--- src/rtl/hififo_pkg.sv ---
// Shared types and constants for the FPC read-request generator.
// Widths are fixed by the PCIe request format: 61-bit word address, 55-bit block address, 3-bit tag.
package hififo_pkg;

    typedef enum logic [1:0] {
        ST_IDLE  = 2'd0,
        ST_ISSUE = 2'd1,
        ST_DRAIN = 2'd2
    } state_t;

    localparam int BLOCK_BYTES      = 512;
    localparam int BLOCK_WORDS_LOG2 = 6;
    localparam int TAG_W            = 3;
    localparam int ADDR_W           = 61;
    localparam int ADDR_BLK_W       = ADDR_W - BLOCK_WORDS_LOG2;
    localparam int COUNT_W          = 19;

endpackage

--- src/rtl/hififo_tag_pool.sv ---
// Free-tag pool: lowest-index allocation, release on completion, sticky bad-release flag.
// Latency: release visible in the free mask after one edge; allocation uses the registered mask.
// Backpressure: none; caller only allocates while any_free is high.
module hififo_tag_pool
    import hififo_pkg::*;
#(
    parameter int NTAGS = 8
) (
    input  logic             clock,
    input  logic             reset_n,
    input  logic             alloc,
    input  logic             rel_valid,
    input  logic [TAG_W-1:0] rel_tag,
    output logic [TAG_W-1:0] free_tag,
    output logic             any_free,
    output logic             full_next,
    output logic             err_release
);

    logic [NTAGS-1:0] free_q;
    logic [NTAGS-1:0] free_d;
    logic [NTAGS-1:0] rel_req;
    logic [NTAGS-1:0] rel_hot;
    logic [NTAGS-1:0] alloc_hot;
    logic             rel_bad;

    always_comb begin
        free_tag = '0;
        for (int i = NTAGS - 1; i >= 0; i--) begin
            if (free_q[i]) free_tag = TAG_W'(i);
        end
    end

    // Out-of-range tags decode to nothing, so they fall out as a bad release.
    always_comb begin
        rel_req = '0;
        if (rel_valid && (32'(rel_tag) < NTAGS)) rel_req = NTAGS'(1) << rel_tag;
    end

    assign rel_hot   = rel_req & ~free_q;
    assign rel_bad   = rel_valid && (rel_hot == '0);
    assign alloc_hot = alloc ? (NTAGS'(1) << free_tag) : '0;
    assign free_d    = (free_q | rel_hot) & ~alloc_hot;
    assign any_free  = |free_q;
    assign full_next = &free_d;

    always_ff @(posedge clock or negedge reset_n) begin
        if (!reset_n) begin
            free_q      <= '1;
            err_release <= 1'b0;
        end else begin
            free_q      <= free_d;
            err_release <= err_release | rel_bad;
        end
    end

endmodule

--- src/rtl/hififo_rr_gen.sv ---
// Read-request generator: splits host descriptors into 512-byte tagged reads (HIFIFO_RR_STATS_EN adds counters).
// Latency: accept to first rr_valid 2 cycles, then 1 request/cycle; last release to interrupt 1 cycle.
// Backpressure: rr_valid/addr/tag hold until rr_ready; stalls with rr_valid low when no tag is free.
module hififo_rr_gen
    import hififo_pkg::*;
#(
    parameter  int NTAGS            = 8,
    parameter  int BLOCK_WORDS_LOG2 = hififo_pkg::BLOCK_WORDS_LOG2,
    localparam int BLK_W            = ADDR_W - BLOCK_WORDS_LOG2,
    localparam int CNT_W            = COUNT_W - BLOCK_WORDS_LOG2 + 1
) (
    input  logic               clock,
    input  logic               reset_n,
    input  logic               r_valid,
    input  logic [ADDR_W-1:0]  r_addr,
    input  logic [COUNT_W-1:0] r_count,
    input  logic               r_interrupt,
    output logic               r_ready,
    output logic               rr_valid,
    output logic [BLK_W-1:0]   rr_addr,
    output logic [TAG_W-1:0]   rr_tag_low,
    input  logic               rr_ready,
    input  logic               rel_valid,
    input  logic [TAG_W-1:0]   rel_tag,
    output logic               interrupt,
    output logic               busy,
    output logic               err_release
`ifdef HIFIFO_RR_STATS_EN
    ,
    output logic [31:0]        stat_blocks,
    output logic [31:0]        stat_tag_stall
`endif
);

    state_t             state_q;
    state_t             state_d;
    logic               accept;
    logic               hs;
    logic               alloc;
    logic               rr_valid_d;
    logic               irq_d;
    logic               irq_flag_q;
    logic [CNT_W-1:0]   rem_q;
    logic [CNT_W-1:0]   blocks;
    logic [BLK_W-1:0]   blk_addr;
    logic [TAG_W-1:0]   free_tag;
    logic               any_free;
    logic               full_next;
    logic               unused_addr_lo;

    assign accept = r_valid && r_ready;
    assign hs     = rr_valid && rr_ready;

    // Word count rounded up to whole blocks; one spare bit so a maximal count cannot wrap to zero.
    assign blocks   = CNT_W'(r_count >> BLOCK_WORDS_LOG2)
                    + CNT_W'(|r_count[BLOCK_WORDS_LOG2-1:0]);
    assign blk_addr = r_addr[ADDR_W-1:BLOCK_WORDS_LOG2];
    assign unused_addr_lo = ^r_addr[BLOCK_WORDS_LOG2-1:0];

    hififo_tag_pool #(
        .NTAGS (NTAGS)
    ) u_tag_pool (
        .clock       (clock),
        .reset_n     (reset_n),
        .alloc       (alloc),
        .rel_valid   (rel_valid),
        .rel_tag     (rel_tag),
        .free_tag    (free_tag),
        .any_free    (any_free),
        .full_next   (full_next),
        .err_release (err_release)
    );

    always_comb begin
        state_d    = state_q;
        alloc      = 1'b0;
        rr_valid_d = rr_valid;
        irq_d      = 1'b0;
        case (state_q)
            ST_IDLE: begin
                if (accept) state_d = (blocks == '0) ? ST_DRAIN : ST_ISSUE;
            end
            ST_ISSUE: begin
                if (hs) rr_valid_d = 1'b0;
                if (hs && (rem_q == CNT_W'(1))) begin
                    state_d = ST_DRAIN;
                end else if ((!rr_valid || hs) && any_free) begin
                    // Reloading on the handshake keeps back-to-back issue at one per cycle.
                    alloc      = 1'b1;
                    rr_valid_d = 1'b1;
                end
            end
            ST_DRAIN: begin
                if (!irq_flag_q) begin
                    state_d = ST_IDLE;
                end else if (full_next) begin
                    irq_d   = 1'b1;
                    state_d = ST_IDLE;
                end
            end
            default: state_d = ST_IDLE;
        endcase
    end

    always_ff @(posedge clock or negedge reset_n) begin
        if (!reset_n) begin
            state_q    <= ST_IDLE;
            r_ready    <= 1'b0;
            rr_valid   <= 1'b0;
            rr_addr    <= '0;
            rr_tag_low <= '0;
            rem_q      <= '0;
            irq_flag_q <= 1'b0;
            interrupt  <= 1'b0;
            busy       <= 1'b0;
        end else begin
            state_q   <= state_d;
            rr_valid  <= rr_valid_d;
            interrupt <= irq_d;
            r_ready   <= (state_d == ST_IDLE);
            busy      <= (state_d != ST_IDLE) || !full_next;
            if (accept) begin
                rr_addr    <= blk_addr;
                rem_q      <= blocks;
                irq_flag_q <= r_interrupt;
            end else if (hs) begin
                rr_addr <= rr_addr + BLK_W'(1);
                rem_q   <= rem_q - CNT_W'(1);
            end
            if (alloc) rr_tag_low <= free_tag;
        end
    end

`ifdef HIFIFO_RR_STATS_EN
    always_ff @(posedge clock or negedge reset_n) begin
        if (!reset_n) begin
            stat_blocks    <= '0;
            stat_tag_stall <= '0;
        end else begin
            if (hs) stat_blocks <= stat_blocks + 32'd1;
            if ((state_q == ST_ISSUE) && !any_free && (stat_tag_stall != '1))
                stat_tag_stall <= stat_tag_stall + 32'd1;
        end
    end
`endif

endmodule

--- config.mk ---
export PLATFORM = sky130hd
export DESIGN_NAME = hififo_rr_gen
export DESIGN_NICKNAME = d
export VERILOG_FILES = /design/src/rtl/hififo_pkg.sv /design/src/rtl/hififo_tag_pool.sv /design/src/rtl/hififo_rr_gen.sv
export SDC_FILE = /design/constraint.sdc
export NUM_CORES = 1
export LEC_CHECK = 0
export CORE_MARGIN = 2
export CORE_UTILIZATION = 34
export DETAILED_ROUTE_END_ITERATION = 6
export GPL_ROUTABILITY_DRIVEN = 0
export PLACE_DENSITY = 0.74
export SLEW_MARGIN = 20
export SYNTH_ARGS = -nofsm -noshare
export SYNTH_HDL_FRONTEND = slang
export SYNTH_SLANG_ARGS = --single-unit
--- constraint.sdc ---
create_clock -name clock -period 2.24 [get_ports clock]
set_clock_uncertainty 0.15 [all_clocks]
set_input_delay 0.336 -clock clock [delete_from_list [all_inputs] [get_ports clock]]
set_output_delay 0.336 -clock clock [all_outputs]
set_load 0.01 [all_outputs]
==> metrics.txt <==
critical path depth=6; root buffer cell=clkbuf_16; Post-synth top cells=nand2_1 (98), dfrtp_1 (80), xor2_1 (49); Syn Nets=698; CTS tree=yes; Initial Util=34.7%; diode count=0; Wirelength per Cell=14.3 um; GR Overflow Total=0; Post-DP HPWL=10800 um; # IOs=152; library cells used by synthesis=54; NumNets Final=911; power per cell area=1050 nW/um^2; Yosys reg bits=88; Critical R2R Launch=rr_addr[19]; total core area=15100 um^2; WP data arrival=2270 ps; Syn Area/Cell=8.71 um^2; Max Clk Rate=0.455 GHz; CTS Buf Count=9; final instance area=7940 um^2; cell taking the most area after synthesis=dfrtp_1; drt pass-1 iters=6; Yosys warning total=0; vias in the first global route=4872; Cells after DPL=991; register area share after synthesis=42.0%; unrepaired setup endpoints after global routing=yes; total track usage=17.5%; CP max-delay cell=or4_4; Worst Reg2Reg Path Length in Cells=6; global-route wire length before repair=23100 um; Rel. slew slack=67.4%; Worst setup EP type=flip-flop; Worst EP required=2320 ps; fin crit period=2200 ps; Die Height=128 um; vias per cell=5.04; Worst IR Drop VDD=497 uV; CTS Buffer Depth=2; status=completed; drt total wl=14500 um; Crit path largest cell delay=600 ps; MaxCap Viol Count=0; die width=128 um; clock sink count=88; post-synthesis instance area=5260 um^2; Final Hold Viols=0; Worst Path Buf+Inv=0; ys flop type=dfrtp_1; share of the synthesized area in the top cell type=38.0%; port buffer count=145; Area after DPL=7510 um^2; ranking of synthesized cells by area=dfrtp_1 (38%), xor2_1 (8.2%), nand2_1 (7.0%); Crit path max-delay family=simple AND/OR/NAND/NOR gates; synthesized instance count=604; Hold Startpoint=rr_ready; crit path launch type=flip-flop; crit path cell chain=nand3_2 > or4_4 > nor4b_4 > nand4_1 > xnor2_1 > mux2_2; Final Cycle Share=98.0%; 1st-iter DRT viols=275; most frequent cell after synthesis=nand2_1; Detail Route Antenna Nets=0; crit-path max FO=4; CTS clk-pin slew, worst paths=70 ps; actual slew at the worst max-slew pin=489 ps; Non-Filler Instances=1010; Total Power=8.30 mW; insertion delay to the later sink of the worst-skew pair=340 ps; critical path class=reg2reg; pin count of the biggest net entering global routing=89; DR vias=5094; reg2reg end=rr_addr[50]; # H-tree levels=3; Pleak=3.16 nW; initial antenna violation count=0; # rows=45; EDFF count, synth=0; drc violations=0; die footprint=16500 um^2; Async SR Flop Fraction=100%; Final setup violation count=0; Worst Hold Path Cells=3; Area growth syn-to-layout=50.9%; min-delay worst type=in2reg; Register-to-Register Setup Slack=40 ps; max-slew violations=0; layout cells sized above 1=18.4%; worst hold endpoint=rr_valid
-- sequential cells by signal, indices dropped and copies added, names as in the netlist --
| name | flops |
|---|---|
| interrupt | 1 |
| u_tag_pool.free_q | 8 |
| rr_addr | 55 |
| rem_q | 14 |
| u_tag_pool.err_release | 1 |
| busy | 1 |
| rr_valid | 1 |
| r_ready | 1 |
| rr_tag_low | 3 |
| state_q | 2 |
| irq_flag_q | 1 |
-- layer usage --
layer,GRT usage (%),vias up,share of wire (%)
met4,7.18,0,1.7
met5,0,-,0
met2,29.0,129,48
met3,2.29,16,4.1
li1,-,2540,-
met1,23.3,2409,46
-- power breakdown --
group | total (mW) | internal [mW] | switching [mW]
clock network | 1.44 | 0.786 | 0.654
logic | 3.74 | 2.10 | 1.63
registers | 3.12 | 2.35 | 0.775
-- how the worst max path moves through the flow --
stage	from	end	slack (ps)
6_report	rr_addr[19]	rr_addr[50]	40
3_5_place_dp	r_count[3]	state_q[1]	-610
3_3_place_gp	r_count[3]	state_q[1]	-510
2_1_floorplan	rr_addr[0]	rr_addr[50]	-4
5_1_grt	r_count[4]	state_q[1]	-90
4_1_cts	r_count[1]	state_q[0]	9
-- through the flow --
| step | hold WS (ps) | util (%) | TNS, ps | setup slack [ps] |
|---|---|---|---|---|
| final | 306 | 52.4 | 0 | 44.3 |
| after global routing | 304 | 52.4 | -438 | -88.1 |
| after CTS | 325 | 51.7 | 0 | 9.17 |
| after detailed placement | 274 | 49.6 | -10450 | -612 |
| after global placement | 265 | 49.6 | -9780 | -513 |
| after floorplan | -110 | - | -4.03 | -4.03 |
-- final cells by class --
| type | instances | area (um^2) |
|---|---|---|
| clock inverters | 6 | 42.5 |
| fillers | 1386 | 7210 |
| repair buffers | 230 | 2140 |
| multi-input cells | 477 | 3030 |
| clock buffers | 10 | 239 |
| flip-flops and latches | 88 | 2210 |
| inverters | 11 | 41.3 |
| well taps | 188 | 235 |
-- what timing repair did --
action / CTS / global route
endpoints found under the setup margin: 2 / 24
endpoints found under the hold margin: 80 / 0
pin swaps: 10 / 14
hold buffers: 1 / 0
resized for setup: 10 / 30
buffers inserted: 0 / 2
-- tightest hold or removal path, stage by stage --
cell            delay (ps)
dlymetal6s2s_1         200
nand2_1                100
a32o_1                 120
-- layout by cell type, fill, tap and decap left out, types with 4 or more instances in the layout --
cell type and instances:
a21oi_1 22, a31oi_1 4, and2_1 4, and3_1 10, and4_1 8, buf_12 4, buf_4 80, clkbuf_16 9
clkdlybuf4s50_1 136, dfrtp_1 78, dfstp_2 8, dlymetal6s2s_1 4, inv_1 11, mux2_2 5, nand2_1 95, nand3_1 28
nand4_1 22, nor2_1 42, nor3_1 14, nor4_1 6, nor4bb_1 4, o21ai_0 38, o21ai_1 32, xnor2_1 33
xor2_1 49
-- kinds of logic after synthesis --
group | Yosys count | synth area share (%)
adder cells (fa/ha/maj) | 5 | 1.19
multiplexers | 8 | 2.12
AO/OA/AOI/OAI | 106 | 10.8
buffers and inverters | 39 | 2.81
AND/OR/NAND/NOR | 276 | 27.4
flip-flops | 88 | 42.0
XOR/XNOR | 82 | 13.7
Power figures use the tool's default switching activity.
